File: src/rtl/reg_view_ctrl.sv
// rtl/reg_view_ctrl.sv - register-file viewer with button stepping, auto-repeat and auto-scan
module reg_view_ctrl #(
    parameter int NREGS       = 32,
    parameter int DW          = 32,
    parameter int SCAN_DIV    = 50_000_000,
    parameter int REPEAT_DLY  = 25_000_000,
    parameter int REPEAT_RATE = 5_000_000,
    localparam int IW         = $clog2(NREGS)
) (
    input  logic                clk_i,
    input  logic                rst_i,
    input  logic [NREGS*DW-1:0] regs_flat_i,
    input  logic                btn_next_i,
    input  logic                btn_prev_i,
    input  logic                auto_en_i,
    input  logic                freeze_i,
    output logic [IW-1:0]       sel_idx_o,
    output logic [DW-1:0]       data_sel_o,
    output logic                step_o
);

    localparam int HMAX = (REPEAT_DLY > REPEAT_RATE) ? REPEAT_DLY : REPEAT_RATE;
    localparam int HW   = $clog2(HMAX + 1);
    localparam int SW   = $clog2(SCAN_DIV);

    typedef enum logic {ST_MANUAL = 1'b0, ST_AUTO = 1'b1} state_t;

    state_t        state_q, state_d;
    logic [1:0]    btn_raw;
    logic [1:0]    btn_s1_q, btn_s2_q, btn_s3_q;
    logic          auto_s1_q, auto_s2_q;
    logic [HW-1:0] hold_cnt_q [2];
    logic [HW-1:0] hold_cnt_d [2];
    logic [1:0]    rep_q, rep_d;
    logic [1:0]    req;
    logic [SW-1:0] scan_q, scan_d;
    logic [IW-1:0] sel_idx_q, sel_idx_d, idx_inc, idx_dec;
    logic [DW-1:0] data_sel_q, data_sel_d, word;
    logic          step_q, step_d;

    assign btn_raw = {btn_prev_i, btn_next_i};

    always_ff @(posedge clk_i or posedge rst_i) begin
        if (rst_i) begin
            btn_s1_q      <= '0;
            btn_s2_q      <= '0;
            btn_s3_q      <= '0;
            auto_s1_q     <= 1'b0;
            auto_s2_q     <= 1'b0;
            hold_cnt_q[0] <= '0;
            hold_cnt_q[1] <= '0;
            rep_q         <= '0;
        end else begin
            btn_s1_q      <= btn_raw;
            btn_s2_q      <= btn_s1_q;
            btn_s3_q      <= btn_s2_q;
            auto_s1_q     <= auto_en_i;
            auto_s2_q     <= auto_s1_q;
            hold_cnt_q[0] <= hold_cnt_d[0];
            hold_cnt_q[1] <= hold_cnt_d[1];
            rep_q         <= rep_d;
        end
    end

    // Channel 0 = next, 1 = prev. The hold counter runs to REPEAT_DLY once,
    // then restarts and runs to REPEAT_RATE for every following repeat.
    always_comb begin
        for (int c = 0; c < 2; c++) begin
            req[c]        = 1'b0;
            rep_d[c]      = 1'b0;
            hold_cnt_d[c] = '0;
            if (btn_s2_q[c]) begin
                rep_d[c]      = rep_q[c];
                hold_cnt_d[c] = hold_cnt_q[c] + HW'(1);
                if (!rep_q[c] && hold_cnt_q[c] == HW'(REPEAT_DLY)) begin
                    req[c]        = 1'b1;
                    rep_d[c]      = 1'b1;
                    hold_cnt_d[c] = HW'(1);
                end else if (rep_q[c] && hold_cnt_q[c] == HW'(REPEAT_RATE)) begin
                    req[c]        = 1'b1;
                    hold_cnt_d[c] = HW'(1);
                end
                if (!btn_s3_q[c]) begin
                    req[c] = 1'b1;
                end
            end
        end
    end

    always_ff @(posedge clk_i or posedge rst_i) begin
        if (rst_i) begin
            state_q    <= ST_MANUAL;
            scan_q     <= '0;
            sel_idx_q  <= '0;
            data_sel_q <= '0;
            step_q     <= 1'b0;
        end else begin
            state_q    <= state_d;
            scan_q     <= scan_d;
            sel_idx_q  <= sel_idx_d;
            data_sel_q <= data_sel_d;
            step_q     <= step_d;
        end
    end

    assign idx_inc = (sel_idx_q == IW'(NREGS - 1)) ? '0 : sel_idx_q + IW'(1);
    assign idx_dec = (sel_idx_q == '0) ? IW'(NREGS - 1) : sel_idx_q - IW'(1);

    always_comb begin
        state_d   = state_q;
        scan_d    = scan_q;
        sel_idx_d = sel_idx_q;
        step_d    = 1'b0;
        case (state_q)
            ST_MANUAL: begin
                scan_d = '0;
                if (auto_s2_q) begin
                    state_d = ST_AUTO;
                end
            end
            ST_AUTO: begin
                // Any button activity restarts the scan period and swallows a coincident tick.
                if (|req) begin
                    scan_d = '0;
                end else if (scan_q == SW'(SCAN_DIV - 1)) begin
                    scan_d    = '0;
                    sel_idx_d = idx_inc;
                    step_d    = 1'b1;
                end else begin
                    scan_d = scan_q + SW'(1);
                end
                if (!auto_s2_q) begin
                    state_d = ST_MANUAL;
                end
            end
            default: state_d = ST_MANUAL;
        endcase
        if (req[0] && !req[1]) begin
            sel_idx_d = idx_inc;
            step_d    = 1'b1;
        end else if (req[1] && !req[0]) begin
            sel_idx_d = idx_dec;
            step_d    = 1'b1;
        end
    end

    always_comb begin
        word = '0;
        for (int i = 0; i < NREGS; i++) begin
            if (sel_idx_q == IW'(i)) begin
                word = regs_flat_i[i*DW +: DW];
            end
        end
        data_sel_d = freeze_i ? data_sel_q : word;
    end

    assign sel_idx_o  = sel_idx_q;
    assign data_sel_o = data_sel_q;
    assign step_o     = step_q;

endmodule
File: config.mk
export PLATFORM = sky130hd
export DESIGN_NAME = reg_view_ctrl
export DESIGN_NICKNAME = d
export VERILOG_FILES = /design/src/rtl/reg_view_ctrl.sv
export SDC_FILE = /design/constraint.sdc
export NUM_CORES = 1
export LEC_CHECK = 0
export BUFFER_PORTS_ARGS = -buffer_cell sky130_fd_sc_hd__clkbuf_2
export CORE_AREA = 2 2 419 421
export CTS_CLUSTER_DIAMETER = 100
export DETAILED_ROUTE_END_ITERATION = 8
export DIE_AREA = 0 0 421 423
export PLACE_DENSITY = 0.31
export SKIP_CTS_REPAIR_TIMING = 1
export SYNTH_ARGS = -nofsm -noshare
export SYNTH_HDL_FRONTEND = slang
export SYNTH_SLANG_ARGS = --single-unit
File: constraint.sdc
create_clock -name clk_i -period 5.4 [get_ports clk_i]
set_input_delay 1.08 -clock clk_i [delete_from_list [all_inputs] [get_ports clk_i]]
set_output_delay 1.08 -clock clk_i [all_outputs]
set_load 0.1 [all_outputs]
* Word level (Yosys, flattened, before mapping) *
Index checks and enable logic that the tools add are counted.

cells by class
  bitwise gates (word level) = 1
  reductions and logical operators = 15
  muxes and demuxes = 66
  eq/ne operators = 39
  add/subtract/negate cells = 5

operator list
  operator                 count
  $mux W32                 32
  $mux W25                 6
  $eq A5 B5 Y1 const B     16
  $mux W26                 2
  $pmux W26 S2             1
  $add A25 B1 Y25 const B  2
  $eq A25 B23 Y1 const B   2
  $eq A25 B25 Y1 const B   2
  $eq A5 B4 Y1 const B     8
  $mux W5                  7
  $add A26 B1 Y26 const B  1
  $eq A26 B26 Y1 const B   1
  $eq A5 B3 Y1 const B     4
  $mux W1                  18
  $eq A5 B2 Y1 const B     2
  $logic_and A1 B1 Y1      6
  $reduce_bool A3 Y1       2
  $add A5 B1 Y5 const B    1
  $eq A5 B1 Y1 const B     1
  $logic_not A5 Y1         1
  $sub A5 B1 Y5 const B    1
  $logic_not A1 Y1         4
  $ne A2 B1 Y1 const B     2
  $ne A3 B1 Y1 const B     1
  other kinds (3)          3

storage, ports and cells
  input bits = 1030
  logic and storage cells = 140
  register bits = 125

* Logic depth before layout (Yosys ltp) *
Gate-level depths: netlist (run 1).

  depth in word-level cells = 33
  mapped depth = 16
  depth with buffers taken out = 10

* Worst setup path after synthesis (run 1) *
OpenSTA, ideal clock, no wires.

  kind = flip-flop to flip-flop
  start point = register sel_idx_q[1], in the netlist sel_idx_o[1]
  end point = register data_sel_q[14], in the netlist data_sel_o[14]
  data arrival time = 3734 ps
  path slack = 1583 ps
  data required time = 5317 ps
  stages on the path, launching flop included = 15
  clock period less this slack = 3817 ps
  cell sequence = dfrtp_1 > ha_1 > buf_2 > buf_2 > buf_2 > and3_1 > ha_1 > clkbuf_1 > clkbuf_1 > nor2_1 > a2bb2oi_1 > o211ai_1 > a2111oi_0 > a21oi_1 > o21ai_0

between the ends
  word-level cells in the longest chain between the ends = 33
  elaborated cells on any way between the ends = 64
  classes of those cells = eq/ne: 31; mux: 32; reduce/logical: 1

RTL lines
  item                     line  RTL
  start, declared          37    logic [IW-1:0] sel_idx_q, sel_idx_d, idx_inc, idx_dec;
  start signal, assigned   100   sel_idx_q <= sel_idx_d;
  $logic_not A5 Y1         150   if (sel_idx_q == IW'(i)) begin
  $mux W32 (31 in series)  150
  $mux W32 (*)             150
  end signal, assigned     101   data_sel_q <= data_sel_d;
  end, declared            38    logic [DW-1:0] data_sel_q, data_sel_d, word;

Mark *: on every way between the ends. The rest lies on a longest branch, timed or not.
A chain may end at the register's enable or synchronous reset.

* Worst setup path after layout (run 1) *
  start point = register sel_idx_q[0], in the netlist sel_idx_o[0]
  end point = register data_sel_q[1], in the netlist data_sel_o[1]

Same word-level chain as after synthesis.

==> results of run 1 <==
-- metrics by stage --
| step | cell area, sq um | setup WS [ps] | hold WS [ps] | cells | total power [uW] |
|---|---|---|---|---|---|
| after floorplan | 15100 | 992 | 331 | 2108 | 5420 |
| after global placement | 23500 | 582 | 336 | 5424 | 9710 |
| after detailed placement | 23500 | 488 | 336 | 5424 | 9690 |
| after CTS | 24100 | 470 | 351 | 5456 | 11000 |
| after global routing | 24200 | 346 | 370 | 5481 | 11300 |
| final | 24200 | 530 | 351 | 5491 | 10900 |
-- final cells by class --
type                            instances  share of cell area
Sequential cell                       125               0.130
Inverter                               28             0.00455
Clock buffer                           17              0.0176
Clock inverter                         15             0.00615
Timing Repair Buffer                 1181               0.257
Multi-Input combinational cell       1765               0.462
Tap cell                             2325               0.120
Antenna cell                           35             0.00362
-- report_power, final --
group,internal [uW],switching [uW],total (uW),leakage (uW)
logic,2250,5980,8230,0.00854
clock network,611,605,1220,0.000281
registers,1090,315,1400,0.00165
total,3950,6900,10900,0.0105
-- registers in the layout, summed over array words and instances, names as in the netlist --
signal	flops
data_sel_o	32
auto_s2_q	1
state_q	1
btn_s1_q	2
hold_cnt_q	50
btn_s2_q	2
rep_q	2
scan_q	26
sel_idx_o	5
btn_s3_q	2
auto_s1_q	1
step_o	1
-- worst max path at each step --
stage	from	slack (ps)	cells after the start	end
global placement	sel_idx_o[0]	580	9	data_sel_o[1]
floorplan	rst_i	990	1	auto_s1_q
finish	sel_idx_o[0]	530	9	data_sel_o[1]
detailed placement	sel_idx_o[0]	490	9	data_sel_o[1]
global route	sel_idx_o[0]	350	9	data_sel_o[1]
CTS	sel_idx_o[0]	470	9	data_sel_o[1]
-- routing by layer --
metal  part of all wire  routed length, microns
met1               0.38                   77800
met2               0.53                  110000
met5            0.00097                     200
met4              0.036                    7510
met3              0.051                   10600
-- cells in the mapped netlist (47+ instances only) --
cell / count
a21oi_1: 145
a221oi_1: 61
a22oi_1: 49
buf_2: 68
clkbuf_1: 91
dfrtp_1: 125
nand2_1: 202
nand3_1: 80
nor2_1: 259
nor3_1: 76
o21ai_0: 144
o221ai_1: 47
o22ai_1: 105
-- layout by cell type (no fill, tap or decap), types with 17 or more instances in the layout --
cell and n:
o21ai_0 140, a211oi_1 24, o221ai_1 47, nand3_1 78, and3_1 37, xnor2_1 30
a22o_1 31, inv_1 24, xor2_1 37, o211ai_1 32, clkbuf_2 1066, o22ai_1 105
nor3_1 73, nand4_1 38, diode_2 35, a22oi_1 49, buf_4 114, a2111oi_0 21
a21oi_1 144, nand2_1 202, dfrtp_1 122, clkbuf_16 17, a221oi_1 61, a221o_1 39
nor2_1 255
-- cell families (layout without fill, tap and decap cells) --
family | count (synthesis) | after routing | synth area share
AOI/OAI and AO/OA | 854 | 854 | 0.401
xor gates and xnor gates | 67 | 67 | 0.0389
adders and majority gates | 12 | 12 | 0.00996
buffers and inverters | 218 | 1241 | 0.0684
DFF | 125 | 125 | 0.207
muxes | 1 | 1 | 0.000664
other | 0 | 35 | 0
and+or+nand+nor | 831 | 831 | 0.274
==> results.md, run 1 <==
* First-pass GRT wire length at 259000 microns
* Final period util at 0.902
* Clock tree from TritonCTS: yes
* Yosys reg bits at 125
* End-of-flow core utilization at 0.140
* Power per cell area at 448 nW/um^2
* Die H at 423 microns
* Multi-input logic area at 11200 sq um
* Largest net degree at the start of global routing at 83
* Setup crit end kind: flop
* Final Critical Period at 4870 ps
* Average cell area after synthesis at 7.15 sq um
* Tightest Hold Check Type: reg -> reg
* Area of the core at 173000 sq um
* Ys async rst share at 1.00
* GRT overflow at 0
* Yosys cell types at 97
* Total CTS buffers at 17
* Avg WL per Cell at 37.6 microns
* GPL Wtd Cong at 0.983
* Rows at 153
* Worst reg2reg path endpoint: data_sel_o[1]
* Post-Syn Instances at 2108
* Worst path slowest cell: nor2_1
* Fin. Hold Viols at 0
* Root Driver: clkbuf_16
* Hold path cells at 0
* FF-to-FF Start: sel_idx_o[0]
* Port Buffers at 1067
* Met1 Use GR at 0.248
* Vias in the first global route at 23600
* Hold Path Sink: state_q
* Die area at 178000 sq um
* Die Width at 421 microns
* Maximum VDD drop at 0.272 mV
* Main synth FF type: dfrtp_1
* Final WL at 206000 microns
* DR vias at 24000
* Seq/Total Area, Yosys at 0.207
* Setup TNS at 0 ps
* CTS Buffer Depth at 2
* Number of setup violations in the final report at 0
* Synth area leaders: dfrtp_1 21%, nor2_1 6.4%, nand2_1 5.0%, a21oi_1 4.8%, o21ai_0 4.8%
* Crit path kind: reg -> reg
* GR peak layer: met2
* H-tree Lvls at 4
* Slew Viols, Final at 0
* Post-route ant nets at 0
* Critical Path AT at 5310 ps
* Initial drt markers at 2173
* Synth area leader: dfrtp_1
* Relative slew slack at 0.193
* CP Launch Type: flop
* All-Layer GR Usage at 0.222
* Max Cap Viol at 0
* Dpl hpwl at 183000 microns
* Crit path max-delay family: compound AO/OA/AOI/OAI gates
* Fillcell total at 20300
* EDFF count, synth at 0
* Hold path startpoint: auto_s2_q
* Status: completed
* Mapped Nets at 3150
* R2r setup slk at 530 ps
* Clock transition at path regs at 80 ps
* Clock tree sinks at 125
* Mapped cell area at 15100 sq um
* Share of the synthesized area in the top cell type at 0.207
* FF-to-FF path depth at 9
* Worst Skew at 15.6 ps
* Vias per inst at 4.36
* Peak fanout along the critical path at 22
* FF+latch area at 3140 sq um
* DRC at 0
* Least-Margin Pin Slew at 1200 ps
* Worst path cell trace: inv_1 > ha_2 > nand4bb_2 > nor2_1 > a22oi_1 > o21ai_0 > o21ai_0 > a31oi_1 > o21a_1
* Peak Freq at 0.205 GHz
* Fraction of layout cells with a size suffix above 1 at 0.415
* Clock Latency Late Sink at 500 ps
* Global Route met2 Usage at 0.420
* Lkg Pwr at 0.0105 uW
* RSZ-0062 raised after global routing: no
* Synth Warn # at 0
* DRT Pass-1 Iters at 6
* Initial core utilization at 0.0870
* CP peak stage delay at 970 ps
* GR Util met3 at 0.0369
* Cell mode on critical path: o21ai_0
* Num ports at 1068
* Layout Area Growth over Synthesis at 60.5%
* Layout Nets at 4160
* Initial antenna violation count at 160
* Critical Path RT at 5840 ps
* Buffer and inverter count on the worst path at 1
Power figures use the tool's default switching activity.
==> run 2, diff against run 1 <==
- GPL_TIMING_DRIVEN: unset -> 0
==> run 2 against run 1 <==
Net effect:
- setup slack lost 500 ps
- flip-flop and latch count is the same
- register-to-register slack worse by 500 ps
- via count increased by 3.4%
==> results.md, run 2 (synthesis results as in run 1) <==
* Initial antenna violation count at 164 (+2.5%)
* RSZ-0062 raised after global routing: yes
* End-of-flow core utilization at 0.141 (+0.00141)
* Final Critical Period at 5370 ps (+498 ps)
* Max Cap Viol at 0 (unchanged)
* Setup TNS at 0 ps (unchanged)
* Power per cell area at 470 nW/um^2 (+4.8%)
* Clock tree from TritonCTS: yes
* Initial core utilization at 0.0870 (unchanged)
* Layout Area Growth over Synthesis at 62.1%
* FF+latch area at 3130 sq um (-0.28%)
* Hold_ws at 354 ps (+3.06 ps)
* Vias in the first global route at 24200 (+2.7%)
* Die area at 178000 sq um (unchanged)
* Max reg flops at 50 (unchanged)
* Layout Nets at 4258 (+2.4%)
* First-pass GRT wire length at 276000 microns (+6.5%)
* Critical Path AT at 5790 ps (+480 ps)
* DR vias at 24800 (+3.4%)
* Port Buffers at 1066 (-0.094%)
* Clock tree sinks at 125 (unchanged)
* Critical Path RT at 5830 ps (about the same)
* GRT overflow at 0 (unchanged)
* Most frequent cells in the layout: 1070 x clkbuf_2, 257 x nor2_1, 201 x nand2_1, 144 x a21oi_1, 138 x o21ai_0
* CP Launch Type: flop
* Maximum VDD drop at 0.242 mV (-11%)
* Non-filler instance count after layout at 5610 (+2.2%)
* Total CTS buffers at 17 (unchanged)
* Multi-input logic area at 11100 sq um (-0.96%)
* Die H at 423 microns (unchanged)
* Worst Skew at 18.2 ps (+2.56 ps)
* CTS Buffer Depth at 2 (unchanged)
* DRC at 0 (unchanged)
* Number of setup violations in the final report at 0 (unchanged)
* Dpl hpwl at 200000 microns (+9.2%)
* Avg WL per Cell at 39.8 microns (+5.8%)
* Clock transition at path regs at 80 ps (about the same)
* Setup crit end kind: flop
* Least-Margin Pin Slew at 1430 ps (+230 ps)
* Final Instance Area at 24400 sq um (+1.0%)
* H-tree Lvls at 4 (unchanged)
* Crit path kind: reg -> reg
* Tightest Hold Check Type: reg -> reg
* Peak fanout along the critical path at 10 (-55%)
* Lkg Pwr at 0.0106 uW (+0.88%)
* Largest net degree at the start of global routing at 94 (+13%)
* Post-route ant nets at 0 (unchanged)
* Largest Register: hold_cnt_q
* Fin. Hold Viols at 0 (unchanged)
* Rows at 153 (unchanged)
* Fraction of layout cells with a size suffix above 1 at 0.397 (-0.0175)
* Most common cell after layout, fill and taps aside: clkbuf_2
* Root Driver: clkbuf_16
* Fillcell total at 20300 (+0.089%)
* Final WL at 223000 microns (+8.1%)
* DRT Pass-1 Iters at 6 (unchanged)
* Status: completed
* Die Width at 421 microns (unchanged)
* Slew Viols, Final at 0 (unchanged)
* Dpl cell area at 23600 sq um (about the same)
* All-Layer GR Usage at 0.240 (+0.0179)
* GPL Wtd Cong at 0.987 (+0.45%)
* Area of the core at 173000 sq um (unchanged)
* Clock Latency Late Sink at 510 ps (about the same)
* Peak Freq at 0.186 GHz (-9.3%)
* Relative slew slack at 0.0380 (-0.155)
* Num ports at 1068 (unchanged)
* Initial drt markers at 2353 (+8.3%)
* Dpl cells at 5515 (+1.7%)
* Vias per inst at 4.42 (+1.2%)
* Final period util at 0.994 (+0.0922)
[run 2: cell count changes in the layout (fill, tap and decap cells not counted), sizes merged]
cell / before / now
clkbuf: 1083 / 1174
diode: 35 / 56
clkinvlp: 1 / 0
bufinv: 0 / 1
buf: 115 / 122
[run 2: path summary, 6_finish.rpt]
check,start,to,slack (ps),depth (start not counted)
max in group asynchronous,rst_i,scan_q[12],4010,3
setup / recovery,sel_idx_o[0],data_sel_o[6],30,14
hold / removal,btn_s1_q[1],btn_s2_q[1],350,0
setup reg to reg,sel_idx_o[0],data_sel_o[6],30,14
min in group asynchronous,rst_i,auto_s1_q,530,2
hold reg to reg,btn_s1_q[1],btn_s2_q[1],350,0
[run 2: cell type report]
type | instances | area share
Buffer | 190 | 0.0382
Tap cell | 2325 | 0.119
Multi-Input combinational cell | 1765 | 0.453
Sequential cell | 125 | 0.128
Clock buffer | 17 | 0.0174
Inverter | 28 | 0.00461
Timing Repair Buffer | 1089 | 0.227
Antenna cell | 56 | 0.00573
Clock inverter | 15 | 0.00711
[run 2: routing by layer]
layer  wire (microns)  GRT usage
met5              164          0
met3            13700     0.0463
met2           116000      0.444
met1            81400      0.262
met4            12100      0.112
[run 2: worst max-delay path, cell delays in order, from the launching register on]
cell	delay, ps
dfrtp_1	480
ha_1	340
buf_2	230
buf_2	230
buf_2	290
and3_1	270
ha_1	180
clkbuf_1	440
inv_2	360
clkbuf_1	990
clkbuf_1	650
o221ai_1	360
a21oi_1	220
a21oi_1	60
a21oi_1	160
[run 2: power by group]
part	internal, uW	switching [uW]	total [uW]
Sequential	1090	132	1220
Combinational	2250	6760	9010
Clock	659	601	1260
[run 2: through the flow]
stage	setup WS [ps]	power, uW
2_1_floorplan	992	5420
3_3_place_gp	-2140	10000
3_5_place_dp	-1500	10100
4_1_cts	-1530	11500
5_1_grt	-16.2	11900
6_report	31.9	11500
